===== config.mk =====
export PLATFORM = sky130hd
export DESIGN_NAME = usb_pd_rx_ctrl_flat
export DESIGN_NICKNAME = d
export VERILOG_FILES = /design/src/rtl/usb_pd_rx_ctrl_if.sv /design/src/rtl/usb_pd_rx_ctrl.sv /design/src/flat_wrapper.sv
export SDC_FILE = /design/constraint.sdc
export NUM_CORES = 1
export LEC_CHECK = 0
export ABC_AREA = 0
export BUFFER_PORTS_ARGS = -buffer_cell sky130_fd_sc_hd__buf_4
export CORE_MARGIN = 4
export CORE_UTILIZATION = 48
export CTS_CLUSTER_SIZE = 20
export DETAILED_ROUTE_END_ITERATION = 7
export GPL_ROUTABILITY_DRIVEN = 0
export GPL_TIMING_DRIVEN = 0
export HOLD_SLACK_MARGIN = 0.02
export PLACE_DENSITY = 0.82
export SYNTH_ARGS = -nofsm -noshare
export SYNTH_HDL_FRONTEND = slang
export SYNTH_SLANG_ARGS = --single-unit

===== constraint.sdc =====
create_clock -name clock -period 2.67 [get_ports clock]
set_input_delay 0.267 -clock clock [delete_from_list [all_inputs] [get_ports clock]]
set_output_delay 0.267 -clock clock [all_outputs]
set_load 0.005 [all_outputs]

===== src/rtl/usb_pd_rx_ctrl_if.sv =====
// Signal bundle between the USB-PD RX protocol sequencer, the RX/TX PHYs and the upper layer.
// master = sequencer side, slave = PHY/upper-layer side.
interface usb_pd_rx_ctrl_if;
    logic       enable;
    logic       phy_en;
    logic       phy_busy;
    logic       phy_pkg_valid;
    logic       phy_crc_valid;
    logic [2:0] phy_msg_id;
    logic [2:0] phy_msg_num;
    logic [3:0] phy_msg_type;
    logic       tx_req;
    logic [2:0] tx_msg_id;
    logic [2:0] tx_msg_num;
    logic [3:0] tx_msg_type;
    logic       tx_done;
    logic       usr_tx_req;
    logic [2:0] usr_tx_id;
    logic [2:0] usr_tx_num;
    logic [3:0] usr_tx_type;
    logic       usr_tx_ack;
    logic       msg_valid;
    logic       msg_ready;
    logic       crc_err;
    logic       ack_err;

    modport master (
        input  enable, phy_busy, phy_pkg_valid, phy_crc_valid,
               phy_msg_id, phy_msg_num, phy_msg_type, tx_done,
               usr_tx_req, usr_tx_id, usr_tx_num, usr_tx_type, msg_ready,
        output phy_en, tx_req, tx_msg_id, tx_msg_num, tx_msg_type,
               usr_tx_ack, msg_valid, crc_err, ack_err
    );

    modport slave (
        output enable, phy_busy, phy_pkg_valid, phy_crc_valid,
               phy_msg_id, phy_msg_num, phy_msg_type, tx_done,
               usr_tx_req, usr_tx_id, usr_tx_num, usr_tx_type, msg_ready,
        input  phy_en, tx_req, tx_msg_id, tx_msg_num, tx_msg_type,
               usr_tx_ack, msg_valid, crc_err, ack_err
    );
endinterface


===== src/rtl/usb_pd_rx_ctrl.sv =====
// USB-PD receive protocol sequencer: packet qualification, GoodCRC reply, CC arbitration, upstream delivery.
// Define USB_PD_RX_DUP_FILTER_EN to build the duplicate-MessageID filter and last-id register.
//   state   | meaning
//   IDLE    | disabled, RX PHY parked
//   LISTEN  | RX PHY enabled, waiting for packet or user request
//   CHECK   | latched packet classified
//   ACK     | GoodCRC transmission in progress
//   DELIVER | message offered upstream, RX PHY held off
//   UTX     | user transmission in progress
module usb_pd_rx_ctrl #(
    parameter int system_khz     = 200000,
    parameter int ack_timeout_us = 195
) (
    input logic               clock,
    input logic               nrst,
    usb_pd_rx_ctrl_if.master  bus
);
    localparam int TC = system_khz * ack_timeout_us / 1000;
    localparam int CW = $clog2(TC) + 1;
    localparam logic [CW-1:0] TC_M1 = CW'(TC - 1);

    typedef enum logic [2:0] {IDLE, LISTEN, CHECK, ACK, DELIVER, UTX} state_t;

    state_t        state_q, state_d;
    logic [CW-1:0] tmr_q, tmr_d;
    logic [2:0]    rx_id_q, rx_id_d, rx_num_q, rx_num_d;
    logic [3:0]    rx_type_q, rx_type_d;
    logic          tx_req_q, tx_req_d;
    logic [2:0]    tx_id_q, tx_id_d, tx_num_q, tx_num_d;
    logic [3:0]    tx_type_q, tx_type_d;
    logic          usr_ack_q, usr_ack_d, crc_err_q, crc_err_d, ack_err_q, ack_err_d;
    logic          is_gcrc, dup, timeout;
`ifdef USB_PD_RX_DUP_FILTER_EN
    logic [2:0]    last_id_q, last_id_d;
    logic          last_vld_q, last_vld_d;
    logic          is_srst;
`endif

    always_comb begin
        state_d   = state_q;
        rx_id_d   = rx_id_q;
        rx_num_d  = rx_num_q;
        rx_type_d = rx_type_q;
        tx_req_d  = tx_req_q;
        tx_id_d   = tx_id_q;
        tx_num_d  = tx_num_q;
        tx_type_d = tx_type_q;
        usr_ack_d = 1'b0;
        crc_err_d = 1'b0;
        ack_err_d = 1'b0;
        is_gcrc   = (rx_type_q == 4'h1) && (rx_num_q == 3'd0);
        timeout   = (tmr_q == '0);
`ifdef USB_PD_RX_DUP_FILTER_EN
        last_id_d  = last_id_q;
        last_vld_d = last_vld_q;
        is_srst    = (rx_type_q == 4'hD) && (rx_num_q == 3'd0);
        dup        = last_vld_q && (last_id_q == rx_id_q);
`else
        dup        = 1'b0;
`endif

        case (state_q)
            IDLE: if (bus.enable) state_d = LISTEN;
            LISTEN: begin
                if (bus.phy_pkg_valid) begin
                    if (bus.phy_crc_valid) begin
                        rx_id_d   = bus.phy_msg_id;
                        rx_num_d  = bus.phy_msg_num;
                        rx_type_d = bus.phy_msg_type;
                        state_d   = CHECK;
                    end else begin
                        crc_err_d = 1'b1;
                    end
                end else if (bus.usr_tx_req && !bus.phy_busy) begin
                    tx_id_d   = bus.usr_tx_id;
                    tx_num_d  = bus.usr_tx_num;
                    tx_type_d = bus.usr_tx_type;
                    tx_req_d  = 1'b1;
                    state_d   = UTX;
                end
            end
            CHECK: begin
`ifdef USB_PD_RX_DUP_FILTER_EN
                if (is_srst) last_vld_d = 1'b0;
`endif
                if (is_gcrc) begin
                    state_d = DELIVER;
                end else begin
                    tx_id_d   = rx_id_q;
                    tx_num_d  = 3'd0;
                    tx_type_d = 4'h1;
                    tx_req_d  = 1'b1;
                    state_d   = ACK;
                end
            end
            ACK: begin
                if (bus.tx_done) begin
                    tx_req_d = 1'b0;
                    if (dup) begin
                        state_d = LISTEN;
                    end else begin
`ifdef USB_PD_RX_DUP_FILTER_EN
                        // Soft_Reset restarts the sender's id sequence, so leave the filter disarmed.
                        if (!is_srst) begin
                            last_id_d  = rx_id_q;
                            last_vld_d = 1'b1;
                        end
`endif
                        state_d = DELIVER;
                    end
                end else if (timeout) begin
                    tx_req_d  = 1'b0;
                    ack_err_d = 1'b1;
                    state_d   = LISTEN;
                end
            end
            DELIVER: if (bus.msg_ready) state_d = LISTEN;
            UTX: begin
                if (bus.tx_done) begin
                    tx_req_d  = 1'b0;
                    usr_ack_d = 1'b1;
                    state_d   = LISTEN;
                end else if (timeout) begin
                    tx_req_d  = 1'b0;
                    ack_err_d = 1'b1;
                    state_d   = LISTEN;
                end
            end
            default: state_d = IDLE;
        endcase

        if (!bus.enable) begin
            state_d   = IDLE;
            tx_req_d  = 1'b0;
            usr_ack_d = 1'b0;
            crc_err_d = 1'b0;
            ack_err_d = 1'b0;
`ifdef USB_PD_RX_DUP_FILTER_EN
            last_id_d  = last_id_q;
            last_vld_d = last_vld_q;
`endif
        end

        // Timeout down-counter reloads on every state change.
        if (state_d != state_q)  tmr_d = TC_M1;
        else if (tmr_q != '0)    tmr_d = tmr_q - 1'b1;
        else                     tmr_d = tmr_q;
    end

    always_ff @(posedge clock or negedge nrst) begin
        if (!nrst) begin
            state_q   <= IDLE;
            tmr_q     <= '0;
            rx_id_q   <= '0;
            rx_num_q  <= '0;
            rx_type_q <= '0;
            tx_req_q  <= 1'b0;
            tx_id_q   <= '0;
            tx_num_q  <= '0;
            tx_type_q <= '0;
            usr_ack_q <= 1'b0;
            crc_err_q <= 1'b0;
            ack_err_q <= 1'b0;
        end else begin
            state_q   <= state_d;
            tmr_q     <= tmr_d;
            rx_id_q   <= rx_id_d;
            rx_num_q  <= rx_num_d;
            rx_type_q <= rx_type_d;
            tx_req_q  <= tx_req_d;
            tx_id_q   <= tx_id_d;
            tx_num_q  <= tx_num_d;
            tx_type_q <= tx_type_d;
            usr_ack_q <= usr_ack_d;
            crc_err_q <= crc_err_d;
            ack_err_q <= ack_err_d;
        end
    end

`ifdef USB_PD_RX_DUP_FILTER_EN
    always_ff @(posedge clock or negedge nrst) begin
        if (!nrst) begin
            last_id_q  <= '0;
            last_vld_q <= 1'b0;
        end else begin
            last_id_q  <= last_id_d;
            last_vld_q <= last_vld_d;
        end
    end
`endif

    assign bus.phy_en      = (state_q == LISTEN);
    assign bus.msg_valid   = (state_q == DELIVER);
    assign bus.tx_req      = tx_req_q;
    assign bus.tx_msg_id   = tx_id_q;
    assign bus.tx_msg_num  = tx_num_q;
    assign bus.tx_msg_type = tx_type_q;
    assign bus.usr_tx_ack  = usr_ack_q;
    assign bus.crc_err     = crc_err_q;
    assign bus.ack_err     = ack_err_q;
endmodule


===== src/flat_wrapper.sv =====
// flat-port wrapper written by rule: the top's interface ports become plain ports
module usb_pd_rx_ctrl_flat 
#(
    parameter int system_khz     = 200000,
    parameter int ack_timeout_us = 195
)
  (clock, nrst, bus_enable, bus_phy_busy, bus_phy_pkg_valid, bus_phy_crc_valid, bus_phy_msg_id, bus_phy_msg_num, bus_phy_msg_type, bus_tx_done, bus_usr_tx_req, bus_usr_tx_id, bus_usr_tx_num, bus_usr_tx_type, bus_msg_ready, bus_phy_en, bus_tx_req, bus_tx_msg_id, bus_tx_msg_num, bus_tx_msg_type, bus_usr_tx_ack, bus_msg_valid, bus_crc_err, bus_ack_err);
  usb_pd_rx_ctrl_if bus_i ();
  input logic clock;
  input logic nrst;
  input wire logic [$bits(bus_i.enable)-1:0] bus_enable;
  input wire logic [$bits(bus_i.phy_busy)-1:0] bus_phy_busy;
  input wire logic [$bits(bus_i.phy_pkg_valid)-1:0] bus_phy_pkg_valid;
  input wire logic [$bits(bus_i.phy_crc_valid)-1:0] bus_phy_crc_valid;
  input wire logic [$bits(bus_i.phy_msg_id)-1:0] bus_phy_msg_id;
  input wire logic [$bits(bus_i.phy_msg_num)-1:0] bus_phy_msg_num;
  input wire logic [$bits(bus_i.phy_msg_type)-1:0] bus_phy_msg_type;
  input wire logic [$bits(bus_i.tx_done)-1:0] bus_tx_done;
  input wire logic [$bits(bus_i.usr_tx_req)-1:0] bus_usr_tx_req;
  input wire logic [$bits(bus_i.usr_tx_id)-1:0] bus_usr_tx_id;
  input wire logic [$bits(bus_i.usr_tx_num)-1:0] bus_usr_tx_num;
  input wire logic [$bits(bus_i.usr_tx_type)-1:0] bus_usr_tx_type;
  input wire logic [$bits(bus_i.msg_ready)-1:0] bus_msg_ready;
  output wire logic [$bits(bus_i.phy_en)-1:0] bus_phy_en;
  output wire logic [$bits(bus_i.tx_req)-1:0] bus_tx_req;
  output wire logic [$bits(bus_i.tx_msg_id)-1:0] bus_tx_msg_id;
  output wire logic [$bits(bus_i.tx_msg_num)-1:0] bus_tx_msg_num;
  output wire logic [$bits(bus_i.tx_msg_type)-1:0] bus_tx_msg_type;
  output wire logic [$bits(bus_i.usr_tx_ack)-1:0] bus_usr_tx_ack;
  output wire logic [$bits(bus_i.msg_valid)-1:0] bus_msg_valid;
  output wire logic [$bits(bus_i.crc_err)-1:0] bus_crc_err;
  output wire logic [$bits(bus_i.ack_err)-1:0] bus_ack_err;
  assign bus_i.enable = bus_enable;
  assign bus_i.phy_busy = bus_phy_busy;
  assign bus_i.phy_pkg_valid = bus_phy_pkg_valid;
  assign bus_i.phy_crc_valid = bus_phy_crc_valid;
  assign bus_i.phy_msg_id = bus_phy_msg_id;
  assign bus_i.phy_msg_num = bus_phy_msg_num;
  assign bus_i.phy_msg_type = bus_phy_msg_type;
  assign bus_i.tx_done = bus_tx_done;
  assign bus_i.usr_tx_req = bus_usr_tx_req;
  assign bus_i.usr_tx_id = bus_usr_tx_id;
  assign bus_i.usr_tx_num = bus_usr_tx_num;
  assign bus_i.usr_tx_type = bus_usr_tx_type;
  assign bus_i.msg_ready = bus_msg_ready;
  assign bus_phy_en = bus_i.phy_en;
  assign bus_tx_req = bus_i.tx_req;
  assign bus_tx_msg_id = bus_i.tx_msg_id;
  assign bus_tx_msg_num = bus_i.tx_msg_num;
  assign bus_tx_msg_type = bus_i.tx_msg_type;
  assign bus_usr_tx_ack = bus_i.usr_tx_ack;
  assign bus_msg_valid = bus_i.msg_valid;
  assign bus_crc_err = bus_i.crc_err;
  assign bus_ack_err = bus_i.ack_err;
  usb_pd_rx_ctrl #(.system_khz(system_khz), .ack_timeout_us(ack_timeout_us)) u_core (.clock(clock), .nrst(nrst), .bus(bus_i));
endmodule

# --- After elaboration in Yosys (flattened, before gate mapping) ---
# Index checks and enable logic that the tools add are counted.
op_classes:
  bitwise_logic: 0
  n_mul: 0
  shift: 0
  mux: 42
  n_eq_ne: 15
  n_lt_le_gt_ge: 0
  n_reduce_logical: 13
  n_addsub: 1
  div: 0
ops:
  columns: ["operator", "n"]
  rows:
  - ["3-bit 2-to-1 mux", 15]
  - ["17-bit 2-to-1 mux", 2]
  - ["3-bit one-hot mux with 6 select lines", 1]
  - ["17-bit logical NOT", 1]
  - ["1-bit 2-to-1 mux", 17]
  - ["17-bit nonzero test", 1]
  - ["17-bit by 1-bit subtractor with 17-bit output (second input constant)", 1]
  - ["4-bit 2-to-1 mux", 3]
  - ["3-bit one-hot mux with 2 select lines", 2]
  - ["4-bit by 2-bit != test with 1-bit output (second input constant)", 2]
  - ["4-bit one-hot mux with 2 select lines", 1]
  - ["3-bit by 2-bit == test with 1-bit output (second input constant)", 2]
  - ["3-bit == test (second input constant)", 2]
  - ["3-bit logical NOT", 2]
  - ["3-bit != test (second input constant)", 2]
  - ["5-bit AND reduction", 1]
  - ["4-bit by 1-bit == test with 1-bit output (second input constant)", 1]
  - ["2-bit != test (second input constant)", 2]
  - ["4-bit AND reduction", 1]
  - ["2-bit nonzero test", 2]
  - ["3-bit by 1-bit == test with 1-bit output (second input constant)", 1]
  - ["3-bit by 2-bit != test with 1-bit output (second input constant)", 1]
  - ["3-bit != test", 1]
  - ["1-bit one-hot mux with 3 select lines", 1]
  - ["other kinds (5)", 6]
word_totals:
  mem_count: 0
  latchBits: 0
  mem_bits_ro: 0
  word_cells: 83
  reg_bits: 44
  ram_bits: 0
  output_inout_bits: 16
  inputBits: 29

# --- Longest topological paths before layout ---
logic_depth:
  depth_word: 8
  mapped_depth: 8

# --- Worst setup path before layout ---
# No wires, ideal clock.
synth_path:
  path_type: "register to register"
  from: "register u_core.tmr_q[0]"
  to: "register u_core.tmr_q[1]"
  setup_slack_ps: 587
  required_time_ps: 2539
  stages_incl_launch_ff: 9
  synth_period_minus_slack_ps: 2083
  path_buffers: 1
  t_arrival_ps: 1951
  setup_ps: 131
  cell_sequence: "dfrtp_1 -> inv_1 -> ha_1 -> nor4b_2 -> and4_1 -> buf_4 -> a211oi_2 -> o211ai_2 -> or3_1"
synth_via:
  elab_chain_len: 7
  word_cells_on_any_way: 12
  classes_between: "1 x add/sub; 1 x eq/ne; 7 x mux; 3 x reduce/logical"
synth_lines:
  columns: ["element", "line", "text"]
  rows:
  - ["from (decl)", "usb_pd_rx_ctrl.sv:25", "logic [CW-1:0] tmr_q, tmr_d;"]
  - ["from (signal assigned)", "usb_pd_rx_ctrl.sv:166", "tmr_q <= tmr_d;"]
  - ["17-bit logical NOT", "usb_pd_rx_ctrl.sv:52", "timeout = (tmr_q == '0);"]
  - ["3-bit 2-to-1 mux", "usb_pd_rx_ctrl.sv:111, usb_pd_rx_ctrl.sv:123", null]
  - ["3-bit 2-to-1 mux, on equally long branches", "usb_pd_rx_ctrl.sv:119, usb_pd_rx_ctrl.sv:97", null]
  - ["3-bit one-hot mux with 6 select lines", "usb_pd_rx_ctrl.sv:62", "case (state_q)"]
  - ["3-bit 2-to-1 mux", "usb_pd_rx_ctrl.sv:132", "if (!bus.enable) begin"]
  - ["3-bit != test", "usb_pd_rx_ctrl.sv:145", "if (state_d != state_q) tmr_d = TC_M1;"]
  - ["17-bit 2-to-1 mux or 2-bit nonzero test (tied branches)", null, null]
# Several ways; a longest one is shown, not always the timed one. The select of a mux whose other input is x is not followed.
# A chain may end at the register's enable or synchronous reset.

# --- Worst setup path in the final report ---
# Ends and elaborated chain as after synthesis.

==> out/qor.txt <==
Fillers = 409
Syn Nets = 271
Worst-margin pin slew = 551 ps
Setup tns final = 0 ps
DP Area = 2780 sq um
#FFs+latches synth = 44
Critical path class = reg2reg
Power per Cell Area = 581 nW/um^2
Switching portion of total power = 26.3%
P_sw = 444 uW
Clock Sinks = 44
# DRC = 0
CP delay by family, top = simple AND/OR/NAND/NOR gates
CTS tree = done
Die extent in y = 78.2 microns
Core Region = 4750 sq um
Netlist cell types = 55
Post-DP HPWL = 3910 microns
Design Area, Final = 2910 sq um
Flop pwr share = 48.7%
Area fraction of the dominant cell type after synthesis = 46.6%
Vias = 1962
Yosys warns = 0
All-Layer GR Usage = 18.5%
Comb pwr share = 18.9%
First-pass GRT wire length = 9070 microns
Max-slew violation total from the final report = 0
CTS max path bufs = 2
Nets = 323
Worst path max stage delay = 420 ps
Final wirelength = 5420 microns
Starting Density = 49.7%
Pin count of the biggest net entering global routing = 45
N_diodes = 0
Post-synth EDFFs = 0
Initial DRC count = 171
Clock network fraction of total power = 32.3%
Slew HR = 63.3%
Commonest cells post-synth = 44 x dfrtp_1, 29 x nand2_1, 17 x nor2_1, 15 x o21ai_0
H-tree depth = 2
Outcome = finished, final reports clean
Max Fclk = 414 MHz
Vias in the first global route = 2015
RSZ-0062 raised after global routing = no
Root Driver = clkbuf_8
Die Area = 6110 sq um
Most common cell in the synthesized netlist = dfrtp_1
Layout cells sized above 1 = 29.4%
Hold/Removal Path Class = in2reg
DIE WIDTH = 78.2 microns
Top Ports = 45
CP Capture Type = flip-flop
Crit-path cells = inv_1 -> ha_1 -> nor4b_2 -> and4_1 -> buf_4 -> a211oi_2 -> o211ai_2 -> or3_1
Final ANT Viol Nets = 0
Req. time, crit path = 2850 ps
Synth area leader = dfrtp_1
Post-synthesis sequential area ratio = 46.6%
Finished Core Util = 61.2%
Peak VDD IR = 0.391 mV
Worst skew pair latency = 310 ps
IO Port Bufs = 44
Number of max-cap violations = 0
Standby leakage power = 1.24 nW
Layout area overhead = 23.1%
Crit path launch type = flip-flop
Slowest CP cell = dfrtp_1
1st-pass router iterations = 4
Dominant cells by area after synthesis = dfrtp_1 47%, mux2_2 5.2%, nand2_1 4.6%, o21ai_0 3.2%, nor2_1 2.7%
Final Hold Viols = 0
Share of flip-flops with an asynchronous set or reset = 100%
Final period utilization = 90.4%
Mapped Area = 2360 sq um
Setup-failing EPs final = 0
Reg clk slew, reported paths = 90 ps
Initial antenna violation count = 0
Internal = 1.24 mW
Via/cell ratio = 5.45
Buf/Inv on CP = 2
GRT overflow = 0
Num rows = 25
Syn avg cell area = 9.85 sq um
Post-synthesis cell count = 240
Inserted Clock Buffers = 5
Top FF cell, synth = dfrtp_1
DR WL/cell = 15.0 microns
Final min period = 2410 ps
Fin Clk Skew = 11.5 ps
Crit-path max FO = 10
Crit path arrival time = 2600 ps
-- sequential cells by signal, indices dropped and copies added, names as in the netlist --
signal / count
u_core.bus.tx_msg_id: 3
u_core.bus.ack_err: 1
u_core.bus.tx_msg_num: 3
u_core.bus.usr_tx_ack: 1
u_core.bus.tx_req: 1
u_core.tmr_q: 17
u_core.bus.tx_msg_type: 4
u_core.state_q: 3
u_core.bus.crc_err: 1
u_core.rx_id_q: 3
u_core.rx_type_q: 4
u_core.rx_num_q: 3
-- cell type report --
type | count | area (sq um) | share of cell area, %
buffer | 10 | 61.3 | 2.11
clock buffer | 6 | 82.6 | 2.84
clock inverter | 2 | 38.8 | 1.33
inverter | 5 | 18.8 | 0.645
multi-input combinational | 181 | 1180 | 40.6
sequential | 44 | 1100 | 37.8
tap | 67 | 83.8 | 2.88
timing repair buffer | 45 | 340 | 11.7
-- worst reg2reg max path: stages (launching register included) --
cell and delay [ps]:
dfrtp_1 420, inv_1 80, ha_1 210, nor4b_2 180
and4_1 180, buf_4 170, a211oi_2 330, o211ai_2 280
or3_1 420
-- logic make-up after synthesis --
family / synth area share (%)
compound gates: 12.6
xor+xnor: 2.59
fa+ha+maj: 1.06
buf+inv: 3.39
flops: 46.6
mux: 7.78
simple gates: 26.0
-- power groups by stage --
stage	Sequential, mW	Combinational, mW	Clock (mW)
2_1_floorplan	0.826	0.160	0
5_1_grt	0.839	0.361	0.579
4_1_cts	0.824	0.325	0.556
3_3_place_gp	0.829	0.311	0
3_5_place_dp	0.836	0.322	0
6_report	0.823	0.320	0.546
-- stage by stage --
| step | total power [mW] | instances | hold slack (ps) | setup WS, ps |
|---|---|---|---|---|
| after global routing | 1.78 | 360 | 118 | 142 |
| after floorplan | 0.985 | 240 | -28.6 | 587 |
| after global placement | 1.14 | 351 | 297 | 375 |
| after CTS | 1.71 | 360 | 121 | 278 |
| after detailed placement | 1.16 | 351 | 298 | 309 |
| final | 1.69 | 360 | 130 | 256 |
-- path summary, 6_finish.rpt --
kind | from | end | slack [ps] | cells after the start
worst max-delay path | u_core.tmr_q[0]$_DFFE_PN0P_ | u_core.tmr_q[1]$_DFFE_PN0P_ | 260 | 8
worst min-delay path | bus_phy_crc_valid | u_core.bus.crc_err$_DFF_PN0_ | 130 | 2
worst max register to register | u_core.tmr_q[0]$_DFFE_PN0P_ | u_core.tmr_q[1]$_DFFE_PN0P_ | 260 | 8
worst min register to register | u_core.bus.tx_msg_type[1]$_DFFE_PN0P_ | u_core.bus.tx_msg_type[1]$_DFFE_PN0P_ | 490 | 2
max in group asynchronous | nrst | u_core.rx_type_q[1]$_DFFE_PN0P_ | 1800 | 2
min in group asynchronous | nrst | u_core.tmr_q[10]$_DFFE_PN0P_ | 480 | 2
-- per-layer routing --
layer | global-route usage, % | up-vias | share of wire, %
met5 | 0 | - | 0
met4 | 5.42 | 0 | 1.1
met3 | 4.36 | 6 | 4.7
met2 | 33.1 | 45 | 52
met1 | 22.2 | 944 | 42
li1 | - | 967 | -
-- placed cells by master, fill, tap and decap left out, types with 2 or more instances in the layout --
master and instances:
o221ai_1 2, and2_1 3, o31ai_1 2, mux2i_1 6, inv_1 4, nor2b_1 2
or2_2 3, buf_6 2, or3b_1 2, or3_1 6, a21oi_1 8, nand2b_1 5
or4_1 3, clkbuf_1 5, nand4_1 2, clkbuf_8 6, nor4_1 3, o21ai_0 15
ha_1 2, nor2_1 17, xnor2_1 7, dfrtp_1 44, nor3_2 4, a211oi_1 5
buf_4 46, nand3_1 8, mux2_2 11, nor3_1 11, nand2_1 29
-- timing repair --
action,4_1_cts,5_1_grt
setup endpoints to repair,0,0
endpoints found under the hold margin,44,0
hold buffers,1,0
gates resized for setup,0,0
buffers inserted,0,0
(Power assumes the default switching activity.)
